===== config.mk =====
export PLATFORM = sky130hd
export DESIGN_NAME = branch_resolve_unit_flat
export DESIGN_NICKNAME = d
export VERILOG_FILES = /design/src/rtl/multicore_pkg.sv /design/src/rtl/branch_resolve_unit_if.sv /design/src/rtl/branch_compare.sv /design/src/rtl/branch_resolve_unit.sv /design/src/flat_wrapper.sv
export SDC_FILE = /design/constraint.sdc
export NUM_CORES = 1
export LEC_CHECK = 0
export ABC_AREA = 1
export CAP_MARGIN = 20
export CELL_PAD_IN_SITES_DETAIL_PLACEMENT = 0
export CELL_PAD_IN_SITES_GLOBAL_PLACEMENT = 1
export CORE_AREA = 4 4 189 191
export DETAILED_ROUTE_END_ITERATION = 16
export DIE_AREA = 0 0 193 195
export GPL_TIMING_DRIVEN = 0
export PLACE_DENSITY_LB_ADDON = 0.1
export SLEW_MARGIN = 10
export SYNTH_ARGS = -nofsm -noshare
export SYNTH_HDL_FRONTEND = slang
export SYNTH_SLANG_ARGS = --single-unit

===== constraint.sdc =====
create_clock -name i_clk -period 7 [get_ports i_clk]
set_input_delay 1.4 -clock i_clk [delete_from_list [all_inputs] [get_ports i_clk]]
set_output_delay 1.4 -clock i_clk [all_outputs]
set_load 0.05 [all_outputs]

===== src/rtl/multicore_pkg.sv =====
// Shared core-wide types: datapath width, branch condition codes and
// the branch-resolve control states.
package multicore_pkg;

   localparam int DATA_SIZE = 32;

   // Encodings follow RISC-V funct3 for B-type instructions
   typedef enum logic [2:0] {
      BR_EQ  = 3'b000,
      BR_NE  = 3'b001,
      BR_LT  = 3'b100,
      BR_GE  = 3'b101,
      BR_LTU = 3'b110,
      BR_GEU = 3'b111
   } t_brop;

   typedef enum logic [1:0] {
      ACCEPT,
      REDIRECT,
      FLUSH
   } t_bru_state;

endpackage


===== src/rtl/branch_resolve_unit_if.sv =====
// Handshake and data bundle between the execute stage, fetch and the
// branch resolve unit.
interface branch_resolve_unit_if
   import multicore_pkg::*;
#(
   parameter int CNT_W = 32
) ();

   logic                        i_valid;
   logic                        o_ready;
   logic                        i_is_branch;
   logic                        i_is_jal;
   logic                        i_is_jalr;
   t_brop                       i_funct;
   logic signed [DATA_SIZE-1:0] i_rs1;
   logic signed [DATA_SIZE-1:0] i_rs2;
   logic        [DATA_SIZE-1:0] i_pc;
   logic        [DATA_SIZE-1:0] i_imm;
   logic                        i_pred_taken;
   logic                        o_resolved;
   logic                        o_taken;
   logic        [DATA_SIZE-1:0] o_link_data;
   logic                        o_redirect_valid;
   logic        [DATA_SIZE-1:0] o_redirect_pc;
   logic                        i_redirect_ready;
   logic                        o_flush;
   logic                        o_misalign;
   logic        [CNT_W-1:0]     o_mispredict_count;

   modport slave (
      input  i_valid, i_is_branch, i_is_jal, i_is_jalr, i_funct,
             i_rs1, i_rs2, i_pc, i_imm, i_pred_taken, i_redirect_ready,
      output o_ready, o_resolved, o_taken, o_link_data, o_redirect_valid,
             o_redirect_pc, o_flush, o_misalign, o_mispredict_count
   );

   modport master (
      output i_valid, i_is_branch, i_is_jal, i_is_jalr, i_funct,
             i_rs1, i_rs2, i_pc, i_imm, i_pred_taken, i_redirect_ready,
      input  o_ready, o_resolved, o_taken, o_link_data, o_redirect_valid,
             o_redirect_pc, o_flush, o_misalign, o_mispredict_count
   );

endinterface


===== src/rtl/branch_compare.sv =====
// Combinational branch condition evaluator; unknown conditions report false.
module branch_compare
   import multicore_pkg::*;
(
   input  t_brop                       i_funct,
   input  logic signed [DATA_SIZE-1:0] i_rs1,
   input  logic signed [DATA_SIZE-1:0] i_rs2,
   output logic                        o_cmp
);

   always_comb begin
      o_cmp = 1'b0;
      case (i_funct)
         BR_EQ:   o_cmp = (i_rs1 == i_rs2);
         BR_NE:   o_cmp = (i_rs1 != i_rs2);
         BR_LT:   o_cmp = (i_rs1 <  i_rs2);
         BR_GE:   o_cmp = (i_rs1 >= i_rs2);
         BR_LTU:  o_cmp = ($unsigned(i_rs1) <  $unsigned(i_rs2));
         BR_GEU:  o_cmp = ($unsigned(i_rs1) >= $unsigned(i_rs2));
         default: o_cmp = 1'b0;
      endcase
   end

endmodule


===== src/rtl/branch_resolve_unit.sv =====
// Execute-stage branch resolution: decides taken/not-taken, checks the fetch
// prediction, redirects fetch and holds a flush window on a mispredict.
module branch_resolve_unit
   import multicore_pkg::*;
#(
   parameter int FLUSH_CYCLES = 2,
   parameter int CNT_W        = 32
) (
   input  logic                 i_clk,
   input  logic                 i_rst,
   branch_resolve_unit_if.slave bus
);

   localparam int FC_W = (FLUSH_CYCLES > 1) ? $clog2(FLUSH_CYCLES) : 1;

   t_bru_state           state_p1;
   logic [FC_W-1:0]      flush_cnt_p1;
   logic                 resolved_p1;
   logic                 taken_p1;
   logic [DATA_SIZE-1:0] link_p1;
   logic                 redirect_vld_p1;
   logic [DATA_SIZE-1:0] redirect_pc_p1;
   logic                 flush_p1;
   logic                 misalign_p1;
   logic [CNT_W-1:0]     mispredict_cnt_p1;

   logic                 cmp_p0;
   logic                 vld_p0;
   logic                 is_jalr_p0;
   logic                 is_jal_p0;
   logic                 is_br_p0;
   logic                 any_p0;
   logic [DATA_SIZE-1:0] jalr_sum_p0;
   logic [DATA_SIZE-1:0] target_p0;
   logic [DATA_SIZE-1:0] link_p0;
   logic                 taken_p0;
   logic                 misalign_p0;
   logic                 redirect_p0;
   logic [DATA_SIZE-1:0] redirect_pc_p0;

   branch_compare u_branch_compare (
      .i_funct (bus.i_funct),
      .i_rs1   (bus.i_rs1),
      .i_rs2   (bus.i_rs2),
      .o_cmp   (cmp_p0)
   );

   // Stage p0: decode, target, outcome and redirect decision
   always_comb begin
      vld_p0         = bus.i_valid && (state_p1 == ACCEPT);
      is_jalr_p0     = bus.i_is_jalr;
      is_jal_p0      = bus.i_is_jal && !bus.i_is_jalr;
      is_br_p0       = bus.i_is_branch && !bus.i_is_jal && !bus.i_is_jalr;
      any_p0         = is_jalr_p0 || is_jal_p0 || is_br_p0;
      jalr_sum_p0    = $unsigned(bus.i_rs1) + bus.i_imm;
      target_p0      = is_jalr_p0 ? (jalr_sum_p0 & ~DATA_SIZE'(1))
                                  : (bus.i_pc + bus.i_imm);
      link_p0        = bus.i_pc + DATA_SIZE'(4);
      taken_p0       = is_jalr_p0 || is_jal_p0 || (is_br_p0 && cmp_p0);
      misalign_p0    = taken_p0 && target_p0[1];
      // A misaligned target traps later in the pipe, so it never redirects
      redirect_p0    = any_p0 && !misalign_p0 &&
                       (is_jalr_p0 ||
                        (is_jal_p0 && !bus.i_pred_taken) ||
                        (is_br_p0 && (taken_p0 != bus.i_pred_taken)));
      redirect_pc_p0 = taken_p0 ? target_p0 : link_p0;
   end

   // Stage p1: control FSM and registered outputs
   always_ff @(posedge i_clk) begin
      if (i_rst) begin
         state_p1          <= ACCEPT;
         flush_cnt_p1      <= '0;
         resolved_p1       <= 1'b0;
         taken_p1          <= 1'b0;
         link_p1           <= '0;
         redirect_vld_p1   <= 1'b0;
         redirect_pc_p1    <= '0;
         flush_p1          <= 1'b0;
         misalign_p1       <= 1'b0;
         mispredict_cnt_p1 <= '0;
      end else begin
         resolved_p1 <= 1'b0;
         misalign_p1 <= 1'b0;
         case (state_p1)
            ACCEPT: begin
               if (vld_p0 && any_p0) begin
                  resolved_p1 <= 1'b1;
                  taken_p1    <= taken_p0;
                  link_p1     <= link_p0;
                  misalign_p1 <= misalign_p0;
                  if (redirect_p0) begin
                     state_p1          <= REDIRECT;
                     redirect_vld_p1   <= 1'b1;
                     redirect_pc_p1    <= redirect_pc_p0;
                     flush_p1          <= 1'b1;
                     mispredict_cnt_p1 <= mispredict_cnt_p1 + CNT_W'(1);
                  end
               end
            end
            REDIRECT: begin
               if (bus.i_redirect_ready) begin
                  state_p1        <= FLUSH;
                  redirect_vld_p1 <= 1'b0;
                  flush_cnt_p1    <= FC_W'(FLUSH_CYCLES - 1);
               end
            end
            FLUSH: begin
               if (flush_cnt_p1 == '0) begin
                  state_p1 <= ACCEPT;
                  flush_p1 <= 1'b0;
               end else begin
                  flush_cnt_p1 <= flush_cnt_p1 - FC_W'(1);
               end
            end
            default: state_p1 <= ACCEPT;
         endcase
      end
   end

   assign bus.o_ready            = (state_p1 == ACCEPT);
   assign bus.o_resolved         = resolved_p1;
   assign bus.o_taken            = taken_p1;
   assign bus.o_link_data        = link_p1;
   assign bus.o_redirect_valid   = redirect_vld_p1;
   assign bus.o_redirect_pc      = redirect_pc_p1;
   assign bus.o_flush            = flush_p1;
   assign bus.o_misalign         = misalign_p1;
   assign bus.o_mispredict_count = mispredict_cnt_p1;

endmodule


===== src/flat_wrapper.sv =====
// flat-port wrapper written by rule: the top's interface ports become plain ports
module branch_resolve_unit_flat import multicore_pkg::*;
#(
   parameter int FLUSH_CYCLES = 2,
   parameter int CNT_W        = 32
)
  (i_clk, i_rst, bus_i_valid, bus_i_is_branch, bus_i_is_jal, bus_i_is_jalr, bus_i_funct, bus_i_rs1, bus_i_rs2, bus_i_pc, bus_i_imm, bus_i_pred_taken, bus_i_redirect_ready, bus_o_ready, bus_o_resolved, bus_o_taken, bus_o_link_data, bus_o_redirect_valid, bus_o_redirect_pc, bus_o_flush, bus_o_misalign, bus_o_mispredict_count);
  branch_resolve_unit_if #(.CNT_W(CNT_W)) bus_i ();
  input  logic i_clk;
  input  logic i_rst;
  input wire logic [$bits(bus_i.i_valid)-1:0] bus_i_valid;
  input wire logic [$bits(bus_i.i_is_branch)-1:0] bus_i_is_branch;
  input wire logic [$bits(bus_i.i_is_jal)-1:0] bus_i_is_jal;
  input wire logic [$bits(bus_i.i_is_jalr)-1:0] bus_i_is_jalr;
  input wire logic [$bits(bus_i.i_funct)-1:0] bus_i_funct;
  input wire logic [$bits(bus_i.i_rs1)-1:0] bus_i_rs1;
  input wire logic [$bits(bus_i.i_rs2)-1:0] bus_i_rs2;
  input wire logic [$bits(bus_i.i_pc)-1:0] bus_i_pc;
  input wire logic [$bits(bus_i.i_imm)-1:0] bus_i_imm;
  input wire logic [$bits(bus_i.i_pred_taken)-1:0] bus_i_pred_taken;
  input wire logic [$bits(bus_i.i_redirect_ready)-1:0] bus_i_redirect_ready;
  output wire logic [$bits(bus_i.o_ready)-1:0] bus_o_ready;
  output wire logic [$bits(bus_i.o_resolved)-1:0] bus_o_resolved;
  output wire logic [$bits(bus_i.o_taken)-1:0] bus_o_taken;
  output wire logic [$bits(bus_i.o_link_data)-1:0] bus_o_link_data;
  output wire logic [$bits(bus_i.o_redirect_valid)-1:0] bus_o_redirect_valid;
  output wire logic [$bits(bus_i.o_redirect_pc)-1:0] bus_o_redirect_pc;
  output wire logic [$bits(bus_i.o_flush)-1:0] bus_o_flush;
  output wire logic [$bits(bus_i.o_misalign)-1:0] bus_o_misalign;
  output wire logic [$bits(bus_i.o_mispredict_count)-1:0] bus_o_mispredict_count;
  assign bus_i.i_valid = bus_i_valid;
  assign bus_i.i_is_branch = bus_i_is_branch;
  assign bus_i.i_is_jal = bus_i_is_jal;
  assign bus_i.i_is_jalr = bus_i_is_jalr;
  assign bus_i.i_funct = bus_i_funct;
  assign bus_i.i_rs1 = bus_i_rs1;
  assign bus_i.i_rs2 = bus_i_rs2;
  assign bus_i.i_pc = bus_i_pc;
  assign bus_i.i_imm = bus_i_imm;
  assign bus_i.i_pred_taken = bus_i_pred_taken;
  assign bus_i.i_redirect_ready = bus_i_redirect_ready;
  assign bus_o_ready = bus_i.o_ready;
  assign bus_o_resolved = bus_i.o_resolved;
  assign bus_o_taken = bus_i.o_taken;
  assign bus_o_link_data = bus_i.o_link_data;
  assign bus_o_redirect_valid = bus_i.o_redirect_valid;
  assign bus_o_redirect_pc = bus_i.o_redirect_pc;
  assign bus_o_flush = bus_i.o_flush;
  assign bus_o_misalign = bus_i.o_misalign;
  assign bus_o_mispredict_count = bus_i.o_mispredict_count;
  branch_resolve_unit #(.FLUSH_CYCLES(FLUSH_CYCLES), .CNT_W(CNT_W)) u_core (.i_clk(i_clk), .i_rst(i_rst), .bus(bus_i));
endmodule

==> metrics.yaml, run 1 <==
outcome:
  outcome: "finished, final reports clean"
route:
  vias_per_cell: 4.947
  dr.pass1.iters: 5
  drc_errors: 0
  ant_nets: 0
  routed_wl_um: 44120
  wl_per_cell_um: 18.71
  vias: 11664
  first_iter_violations: 657
worst_setup_path:
  crit_path_start_kind: "input pin"
  end_kind: "flop"
  r2r-start: "u_core.bus.o_mispredict_count[0]"
  setup.worst_path.class: "input pin to flop"
  cp_data_arrival_time_ns: 4.93
  worstSetupStartpoint: "bus_i_rs2[31]"
  worstPathMaxFanout: 10
  worstPathCellList: "clkdlybuf4s50_1, inv_1, ha_1, nand2_1, nor2_1, nand2_1, nor3b_2, nand2_1, nand2_1, o21ai_1, inv_1, nand2_1, nor2_1, nand3_1, nand2_2, nand2_4, a21boi_4, nand3_4, buf_2, nor2_1, nor2_1"
  cpPeakStageDelay_ns: 0.45
  required_ns: 7.25
  crit_top_cell: "nand2_1"
  cp_slowest_cell: "clkdlybuf4s50_1"
sta:
  setup_viol: 0
  final.period_utilization_pct: 66.79
  slew_headroom_pct: 37.85
  rsz0062_at_grt: "no"
  worst_slack_ns: 2.325
  hold_ws_ns: 0.4538
  final_max_slew_viol_count: 0
  fin_tns_setup_ns: 0
  fmax_mhz: 213.9
  hold_viol: 0
  fin_crit_ns: 4.675
  fin_skew_ns: 0.008724
  worstMarginPinSlew_ns: 0.9238
power_and_ir_drop:
  power.total_mw: 2.122
  p_per_area_nw_per_um2: 158.4
  p_leak_nw: 5.854
  ir_drop_mv: 0.1174
global_routing:
  met3_usage_pct: 1.609
  antenna_found_initial: 1
  grt_busiest_layer: "met2"
  grt_pass1_wl_um: 66350
  grtUsageTotal_pct: 22.78
  met1_usage_pct: 29.49
  grt_pass1_vias: 11671
  met2_usage_pct: 40.44
  grt.overflow.total: 0
  grt_max_degree: 17
run:
  drv_cap: 0
cts:
  cts.sinks: 104
  numCtsBuffers: 9
  clock_latency_ns: 0.36
  cts_resized: 0
  clkSlewWorstSetupHoldPaths_ns: 0.07
  clk_path_buf_depth: 2
  postCtsSetupRepairBufs: 0
  htree_levels: 3
  postCtsHoldBufs: 0
  clockRootBuffer: "clkbuf_16"
  cts_tree: "yes"
yosys:
  synth_flop_cell: "dfxtp_1"
  ys_seq_elements: 104
  synth_area_per_cell_sq_um: 6.166
  synthAdderAreaFrac_pct: 12.10
  synth_compound_area_share_pct: 19.53
  synthesis.area_sq_um: 10150
  ys_warn_count: 0
  synth_edf_count: 0
  synth_mux_area_share_pct: 0
  synth_top_family_by_area: "simple AND/OR/NAND/NOR gates"
  synth_xor_area_share_pct: 6.900
  synth_nets: 1883
  syn_inst: 1647
  synth_cell_type_count: 42
  yosys.area_share.simple_pct: 31.48
  synth_sequential_area_ratio_pct: 20.50
  ys_async_sr_fraction_pct: 0
placed_design:
  io_buffers: 239
  post-place-ws_ns: 1.917
  dp.final_hpwl_um: 38030
  gp_congestion: 0.9374
floorplan:
  dieHeight_um: 195
  start_util_pct: 29.76
  io_pins: 241
  chipWidth_um: 193
  coreArea_sq_um: 34120
  dieArea_sq_um: 37640
  num_rows: 68
min_path:
  min-delay-start: "u_core.bus.o_redirect_valid"
  min_path_type: "flop to flop"
layout:
  fill_cells: 3744
  drive_gt1_share_pct: 2.366
  fin_nets: 2133
  area_delta_synth_final_pct: 31.89
==> critical path, delay by kind of cell <==
family | cells | cell delay, ns
adder cells (fa/ha/maj) | 1 | 0.37
AO/OA/AOI/OAI | 2 | 0.34
AND/OR/NAND/NOR | 14 | 1.98
buffers and inverters | 4 | 0.83
==> layout by cell type, fill, tap and decap left out, types with 2 or more instances in the layout <==
master	instances
nand3_1	61
or2_2	2
clkinv_2	2
buf_6	2
a221oi_1	3
clkbuf_1	35
nor4_1	12
fa_1	2
nor3_1	31
a31oi_1	6
clkbuf_16	9
clkdlybuf4s50_1	239
o21ai_0	130
a21oi_1	175
nand4_1	63
buf_2	14
inv_1	191
xnor2_1	24
o21a_1	10
dfxtp_1	104
nand2_1	394
a21o_1	10
a211oi_1	4
o221a_2	2
ha_1	95
xor2_1	56
inv_2	2
a21boi_0	2
o21bai_1	8
buf_4	2
nor2_1	185
o211ai_1	11
==> registers in the layout, indices dropped and copies added, names as in the netlist <==
| register | cells |
|---|---|
| u_core.bus.o_link_data | 32 |
| u_core.bus.o_flush | 1 |
| u_core.bus.o_redirect_valid | 1 |
| u_core.state_p1 | 2 |
| u_core.bus.o_resolved | 1 |
| u_core.bus.o_taken | 1 |
| u_core.bus.o_redirect_pc | 32 |
| u_core.flush_cnt_p1 | 1 |
| u_core.bus.o_misalign | 1 |
| u_core.bus.o_mispredict_count | 32 |
==> kinds of logic (layout without fill, tap and decap cells) <==
group / Yosys count / count (layout)
xor+xnor: 80 / 80
compound gates: 364 / 364
fa+ha+maj: 97 / 97
other cells: 0 / 1
buf+inv: 246 / 501
flops: 104 / 104
simple gates: 756 / 756
==> worst paths after layout <==
path	to	slack [ns]	cells after the start
setup / recovery	u_core.bus.o_redirect_pc[22]	2.32	21
hold / removal	u_core.bus.o_redirect_valid	0.45	2
setup reg to reg	u_core.bus.o_mispredict_count[26]	4.55	11
hold reg to reg	u_core.bus.o_redirect_valid	0.45	2
==> layer usage <==
metal	wire length (um)	part of all wire, %
met4	1110	2.5
met5	0	0
met3	1762	4.0
met2	21510	49
met1	19740	45
==> where the power goes <==
part | switching [mW] | internal [mW] | leakage [nW]
clock | 0.243 | 0.253 | 0.137
combinational | 0.628 | 0.337 | 4.87
sequential | 0.0305 | 0.631 | 0.850
==> synth_stat cells, types with 2 or more instances <==
library cell | number | share of area, %
nand3_1 | 61 | 3.0
xnor2_1 | 24 | 2.1
buf_6 | 2 | 0.22
o21bai_1 | 8 | 0.59
or2_2 | 2 | 0.12
fa_1 | 2 | 0.39
dfxtp_1 | 104 | 21
ha_1 | 95 | 12
o21ai_0 | 130 | 6.4
o211ai_1 | 11 | 0.81
inv_1 | 191 | 7.1
xor2_1 | 56 | 4.8
o21a_1 | 10 | 0.74
nor4_1 | 12 | 0.74
inv_2 | 2 | 0.074
o221a_2 | 2 | 0.22
nor3_1 | 31 | 1.5
a21boi_0 | 2 | 0.15
a211oi_1 | 4 | 0.30
clkbuf_1 | 33 | 1.2
a21o_1 | 10 | 0.74
a21oi_1 | 175 | 8.6
nand2_1 | 394 | 15
a31oi_1 | 6 | 0.37
buf_2 | 14 | 0.69
nand4_1 | 63 | 3.9
a221oi_1 | 3 | 0.26
buf_4 | 2 | 0.15
nor2_1 | 185 | 6.8
==> through the flow <==
| step | instance area [sq um] | utilization (%) | cells |
|---|---|---|---|
| after global routing | 13390 | 39.25 | 2358 |
| final | 13390 | 39.25 | 2358 |
| after global placement | 13120 | 38.44 | 2341 |
| after detailed placement | 13120 | 38.44 | 2341 |
| after floorplan | 10150 | - | 1647 |
| after CTS | 13390 | 39.25 | 2357 |
==> area by class of cell <==
type                            count  area [sq um]  share of cell area, %
Buffer                             52         235.2                  1.756
Clock inverter                      4         27.53                 0.2055
Timing Repair Buffer              239          2392                  17.86
Antenna cell                        1         2.502                0.01868
Inverter                          194         728.2                  5.437
Clock buffer                       12         246.5                  1.840
Multi-Input combinational cell   1297          7109                  53.08
Sequential cell                   104          2082                  15.55
Tap cell                          455         569.3                  4.251
(Power assumes the default switching activity.)
==> run 2: changes to the inputs <==
Clock period 7 ns to 4.3 ns, I/O delays scaled along.
==> run 2 against run 1 <==
Against the previous run:
- first-iteration DRC count shrank 4.7%
- utilization grew 0.077 points
- register-to-register slack lost 2.7 ns
- cell count is essentially flat
- wire length is essentially flat
==> metrics.yaml, run 2 (synthesis gave the netlist of run 1 again) <==
outcome:
  outcome: "finished, final reports clean"
sta:
  hold_viol: 0  # unchanged
  worstMarginPinSlew_ns: 0.9105  # -0.01332 ns
  slew_headroom_pct: 38.74  # +0.90 points
  rsz0062_at_grt: "no"
  final_max_slew_viol_count: 0  # unchanged
  fmax_mhz: 249.6
  worst_slack_ns: 0.2930  # -2.032 ns
  fin_crit_ns: 4.007
  setup_viol: 0  # unchanged
  fin_skew_ns: 0.007678  # -0.001045 ns
  hold_ws_ns: 0.4561  # +0.002333 ns
  final.period_utilization_pct: 93.19
route:
  routed_wl_um: 44080  # about the same
  vias_per_cell: 4.938  # -0.18%
  dr.pass1.iters: 5  # unchanged
  vias: 11648  # -0.14%
  wl_per_cell_um: 18.69  # -0.13%
  ant_nets: 0  # unchanged
  first_iter_violations: 626  # -4.7%
  drc_errors: 0  # unchanged
layout:
  fin_nets: 2134  # +0.047%
  area_delta_synth_final_pct: 32.15
  fill_cells: 3740  # -0.11%
  final_cell_mix: "nand2_1 (394), clkdlybuf4s50_1 (239), inv_1 (191), nor2_1 (185), a21oi_1 (175)"
  regArea_sq_um: 2082  # unchanged
  final_cells: 2359  # +0.042%
  multi_input_area_sq_um: 7121  # +0.16%
  drive_gt1_share_pct: 2.522  # +0.16 points
  final_common_cell: "nand2_1"
placed_design:
  post-place-ws_ns: -0.2428  # -2.160 ns
  gp_congestion: 0.9374  # unchanged
  dp_cells: 2341  # unchanged
  io_buffers: 239  # unchanged
  dp.final_hpwl_um: 38030  # unchanged
global_routing:
  antenna_found_initial: 1  # unchanged
  grt_pass1_vias: 11671  # unchanged
  grt.overflow.total: 0  # unchanged
  grt_pass1_wl_um: 66350  # unchanged
  grtUsageTotal_pct: 22.78  # unchanged
  grt_max_degree: 17  # unchanged
power_and_ir_drop:
  power.total_mw: 3.457  # +63%
  p_switching_mw: 1.465  # +63%
  p_leak_nw: 5.892  # +0.65%
  p_int_mw: 1.991  # +63%
  ir_drop_mv: 0.1919  # +63%
  switching_share_pct: 42.40  # -0.060 points
  p_per_area_nw_per_um2: 257.6  # +63%
  p_comb_share_pct: 45.6  # about the same
  clkPwrFrac_pct: 23.3  # about the same
  seq_power_share_pct: 31.1  # about the same
worst_setup_path:
  end_kind: "flop"
  worstSetupStartpoint: "bus_i_rs2[31]"
  worstPathMaxFanout: 10  # unchanged
  rrSetupSlack_ns: 1.84  # -2.71 ns
  endpoint: "u_core.bus.o_redirect_pc[22]"
  cp.buffers_inverters: 4  # unchanged
  r2r-start: "u_core.bus.o_mispredict_count[0]"
  crit_path_start_kind: "input pin"
  r2r_cells: 11  # unchanged
  cp_slowest_cell: "clkdlybuf4s50_1"
  crit_family: "simple AND/OR/NAND/NOR gates"
  worst_r2r_endpoint: "u_core.bus.o_mispredict_count[26]"
  worstPathCellList: "clkdlybuf4s50_1, inv_1, ha_1, nand2_1, nor2_1, nand2_1, nor3b_4, nand2_1, nand2_1, o21ai_1, inv_1, nand2_1, nor2_1, nand3_1, nand2_4, nand2_4, a21boi_4, nand3_4, buf_2, nor2_1, nor2_1"
  cp_data_arrival_time_ns: 4.26  # -0.67 ns
  cp_num_cells: 21  # unchanged
  required_ns: 4.55  # -2.70 ns
  setup.worst_path.class: "input pin to flop"
  crit_top_cell: "nand2_1"
  cpPeakStageDelay_ns: 0.45  # about the same
floorplan:
  start_util_pct: 29.76  # unchanged
  chipWidth_um: 193  # unchanged
  coreArea_sq_um: 34120  # unchanged
  dieHeight_um: 195  # unchanged
  dieArea_sq_um: 37640  # unchanged
  io_pins: 241  # unchanged
  num_rows: 68  # unchanged
cts:
  cts_tree: "yes"
  clock_latency_ns: 0.36  # about the same
  clk_path_buf_depth: 2  # unchanged
  htree_levels: 3  # unchanged
  clkSlewWorstSetupHoldPaths_ns: 0.07  # about the same
  clockRootBuffer: "clkbuf_16"
  cts.sinks: 104  # unchanged
  postCtsHoldBufs: 0  # unchanged
  numCtsBuffers: 9  # unchanged
min_path:
  min_path_type: "flop to flop"
run:
  drv_cap: 0  # unchanged
[run 2: changes by cell type in the layout (fill, tap and decap cells not counted), moves of 2 or more]
cell	change
o21ai_1	+4
buf_4	+2
o21ai_0	-4
buf_2	-2
clkbuf_1	-2
clkbuf_2	+2
[run 2: worst min path at each step]
| stage | from | end | slack [ns] | depth (start not counted) |
|---|---|---|---|---|
| 5_1_grt | u_core.bus.o_redirect_valid | u_core.bus.o_redirect_valid | 0.47 | 2 |
| 4_1_cts | u_core.bus.o_redirect_valid | u_core.bus.o_redirect_valid | 0.46 | 2 |
| 3_3_place_gp | u_core.bus.o_redirect_valid | u_core.bus.o_redirect_valid | 0.44 | 2 |
| 2_1_floorplan | u_core.flush_cnt_p1 | u_core.flush_cnt_p1 | 0.44 | 2 |
| 6_report | u_core.bus.o_redirect_valid | u_core.bus.o_redirect_valid | 0.46 | 2 |
| 3_5_place_dp | u_core.bus.o_redirect_valid | u_core.bus.o_redirect_valid | 0.45 | 2 |
[run 2: routing by layer]
metal | routed length [um] | vias to the layer above | global-route usage (%) | share of wire [%]
met4 | 1071 | 0 | 6.688 | 2.4
met1 | 19680 | 5295 | 29.49 | 45
li1 | - | 6014 | - | -
met3 | 1841 | 56 | 1.609 | 4.2
met2 | 21490 | 283 | 40.44 | 49
met5 | 0 | - | 0 | 0
[run 2: layout make-up]
| class | count | area share (%) |
|---|---|---|
| buffer | 52 | 1.809 |
| clock buffer | 12 | 1.837 |
| inverter | 194 | 5.427 |
| timing repair buffer | 240 | 17.88 |
| antenna | 1 | 0.01865 |
| sequential | 104 | 15.52 |
| clock inverter | 4 | 0.2051 |
| tap | 455 | 4.242 |
| multi-input combinational | 1297 | 53.06 |
[run 2: power by group through the flow]
stage	clock network [mW]	registers, mW	logic [mW]
floorplan	0	1.29	0.750
global placement	0	1.10	1.56
detailed placement	0	1.10	1.57
CTS	0.824	1.08	1.57
global route	0.859	1.08	1.73
finish	0.805	1.08	1.57
[run 2: repair_timing]
action,CTS,global route
resized for setup,0,13
setup endpoints to repair,0,37
endpoints found under the hold margin,0,0
setup buffers,0,1
[run 2: worst reg2reg max path: cells and delay by family, from the launching register on]
family,cells,cell delay (ns)
DFF,1,0.43
buffers and inverters,2,0.21
adders and majority gates,1,0.29
and+or+nand+nor,6,1.11
AOI/OAI and AO/OA,1,0.16
xor gates and xnor gates,1,0.18
[run 2: through the flow]
stage	setup TNS (ns)	util, %	cell area [sq um]
4_1_cts	0	39.25	13390
3_5_place_dp	-7.583	38.44	13120
5_1_grt	0	39.33	13420
2_1_floorplan	0	-	10150
6_report	0	39.33	13420
3_3_place_gp	-5.896	38.44	13120
==> run 3: changes to the inputs <==
Settings changed: ABC_CLOCK_PERIOD_IN_PS from default to 4300, CORE_AREA 4 4 189 191 to 4 4 184 186, CTS_BUF_LIST from default to sky130_fd_sc_hd__clkbuf_4 sky130_fd_sc_hd__clkbuf_8, DIE_AREA 0 0 193 195 to 0 0 188 190.
==> run 3 against run 2 <==
Against the previous run:
- combinational power hardly changed
- setup slack got worse by 0.011 ns
- utilization grew 2.0 points
- first-iteration DRC count is 5.6% higher
- clock-buffer cell count shrank 2
- global-route usage increased by 0.80 points
- power fell by 2.8%
- sequential power hardly changed
==> metrics.yaml, run 3 (synthesis gave the netlist of run 1 again) <==
outcome:
  outcome: "finished, final reports clean"
global_routing:
  grt_pass1_wl_um: 65670  # -1.0%
  grt_pass1_vias: 11547  # -1.1%
  grt.overflow.total: 0  # unchanged
  grtUsageTotal_pct: 23.58  # +0.80 points
  antenna_found_initial: 0  # -1
  grt_max_degree: 18  # +1
cts:
  clockRootBuffer: "clkbuf_8"
  clock_latency_ns: 0.39  # +0.03 ns
  cts.sinks: 104  # unchanged
  clkSlewWorstSetupHoldPaths_ns: 0.10  # +0.03 ns
  numCtsBuffers: 9  # unchanged
  postCtsHoldBufs: 0  # unchanged
  htree_levels: 3  # unchanged
  clk_path_buf_depth: 2  # unchanged
  cts_tree: "yes"
layout:
  final_cell_mix: "nand2_1 (394), clkdlybuf4s50_1 (239), inv_1 (191), nor2_1 (183), a21oi_1 (175)"
  fill_cells: 3544  # -5.2%
  fin_nets: 2134  # unchanged
  final_common_cell: "nand2_1"
  final_cells: 2345  # -0.59%
  regArea_sq_um: 2082  # unchanged
  diodes: 0  # -1
  multi_input_area_sq_um: 7119  # about the same
  fin_util_pct: 41.34  # +2.0 points
  drive_gt1_share_pct: 2.680  # +0.16 points
  area_delta_synth_final_pct: 31.46
worst_setup_path:
  r2r-start: "u_core.bus.o_mispredict_count[0]"
  setup.worst_path.class: "input pin to flop"
  end_kind: "flop"
  worst_r2r_endpoint: "u_core.bus.o_mispredict_count[31]"
  required_ns: 4.63  # +0.08 ns
  cpPeakStageDelay_ns: 0.54  # +0.09 ns
  cp_data_arrival_time_ns: 4.35  # +0.09 ns
  rrSetupSlack_ns: 1.78  # -0.06 ns
  crit_top_cell: "nand2_1"
  r2r_cells: 12  # +1
  cp_slowest_cell: "o21ai_0"
  crit_path_start_kind: "input pin"
  worstPathCellList: "clkdlybuf4s50_1, ha_1, nand2_1, o21ai_0, a21oi_1, o21ai_0, nand2_1, nand2_1, nand2_1, nand3_1, nand2_1, o21ai_0, nand2_1, nand2_1, nand4_1, a21oi_1"
  worstPathMaxFanout: 4  # -6
power_and_ir_drop:
  ir_drop_mv: 0.1430  # -25%
  power.total_mw: 3.359  # -2.8%
  p_leak_nw: 5.837  # -0.93%
  p_per_area_nw_per_um2: 251.7  # -2.3%
placed_design:
  io_buffers: 239  # unchanged
  dp_cells: 2328  # -0.56%
  post-place-ws_ns: -0.3881  # -0.1452 ns
  dp.final_hpwl_um: 37560  # -1.2%
  gp_congestion: 0.9593  # +2.3%
sta:
  fin_skew_ns: 0.01114  # +0.003459 ns
  rsz0062_at_grt: "no"
  final.period_utilization_pct: 93.43  # +0.25 points
  worst_slack_ns: 0.2823  # -0.01064 ns
  hold_ws_ns: 0.4510  # -0.005080 ns
  fmax_mhz: 248.9  # -0.26%
  final_max_slew_viol_count: 0  # unchanged
  fin_crit_ns: 4.018  # +0.01064 ns
  slew_headroom_pct: 33.93  # -4.8 points
  hold_viol: 0  # unchanged
  worstMarginPinSlew_ns: 0.9819  # +0.07146 ns
  setup_viol: 0  # unchanged
route:
  first_iter_violations: 661  # +5.6%
  wl_per_cell_um: 18.51  # -0.94%
  vias: 11724  # +0.65%
  drc_errors: 0  # unchanged
  dr.pass1.iters: 5  # unchanged
  routed_wl_um: 43410  # -1.5%
  vias_per_cell: 5.000  # +1.3%
  ant_nets: 0  # unchanged
floorplan:
  chipWidth_um: 188  # -2.6%
  io_pins: 241  # unchanged
  coreArea_sq_um: 32290  # -5.4%
  dieArea_sq_um: 35720  # -5.1%
  dieHeight_um: 190  # -2.6%
  num_rows: 66  # -2.9%
  start_util_pct: 31.45  # +1.7 points
min_path:
  min-delay-start: "u_core.bus.o_redirect_valid"
  whs_endpoint: "u_core.bus.o_redirect_valid"
  min_path_type: "flop to flop"
  whs_path_depth: 2  # unchanged
run:
  drv_cap: 0  # unchanged
==> run 3: worst max path at each step <==
stage	start	endpoint	slack [ns]	cells after the start
finish	bus_i_imm[1]	u_core.bus.o_redirect_pc[31]	0.28	16
global route	bus_i_pc[2]	u_core.bus.o_redirect_pc[12]	0.007	18
CTS	bus_i_rs2[7]	u_core.bus.o_redirect_pc[18]	0.02	20
detailed placement	bus_i_rs2[7]	u_core.bus.o_redirect_pc[18]	-0.39	20
global placement	bus_i_rs2[7]	u_core.bus.o_redirect_pc[16]	-0.38	20
floorplan	bus_i_rs2[31]	u_core.bus.o_redirect_pc[18]	1.22	20
==> run 3: power by group <==
group          leakage [nW]  internal (mW)  switching [mW]  total [mW]
combinational          4.87          0.552            1.02        1.57
sequential            0.850           1.03          0.0458        1.07
clock                 0.113          0.346           0.368       0.714
total                  5.84           1.92            1.43        3.36
==> run 3: routing by layer <==
metal | up-vias | global-route usage (%) | share of wire, %
met1 | 5303 | 29.66 | 44
met3 | 62 | 2.642 | 4.8
met2 | 349 | 41.89 | 48
li1 | 6010 | - | -
met5 | - | 0 | 0
met4 | 0 | 8.131 | 3.4
==> run 3: repair_timing <==
action	CTS	global route
setup buffers	0	1
setup endpoints to repair	0	67
gates resized for setup	0	8
==> run 3: stage by stage <==
step / TNS, ns / instance area (sq um)
after floorplan: 0 / 10150
after global placement: -16.55 / 13100
after detailed placement: -16.26 / 13100
after CTS: 0 / 13330
after global routing: 0 / 13350
final: 0 / 13350
==> run 3: final cells by class <==
cell class	instances	share of cell area, %
timing repair buffer	240	17.98
tap	442	4.143
multi-input combinational	1297	53.33
buffer	52	1.790
clock inverter	6	0.6748
sequential	104	15.60
inverter	194	5.455
clock buffer	10	1.031
==> run 3: worst max-delay path, delay by kind of cell <==
kind | cells | cell delay (ns)
adder cells (fa/ha/maj) | 1 | 0.33
AND/OR/NAND/NOR | 9 | 0.84
buffers and inverters | 1 | 0.52
AO/OA/AOI/OAI | 5 | 1.76
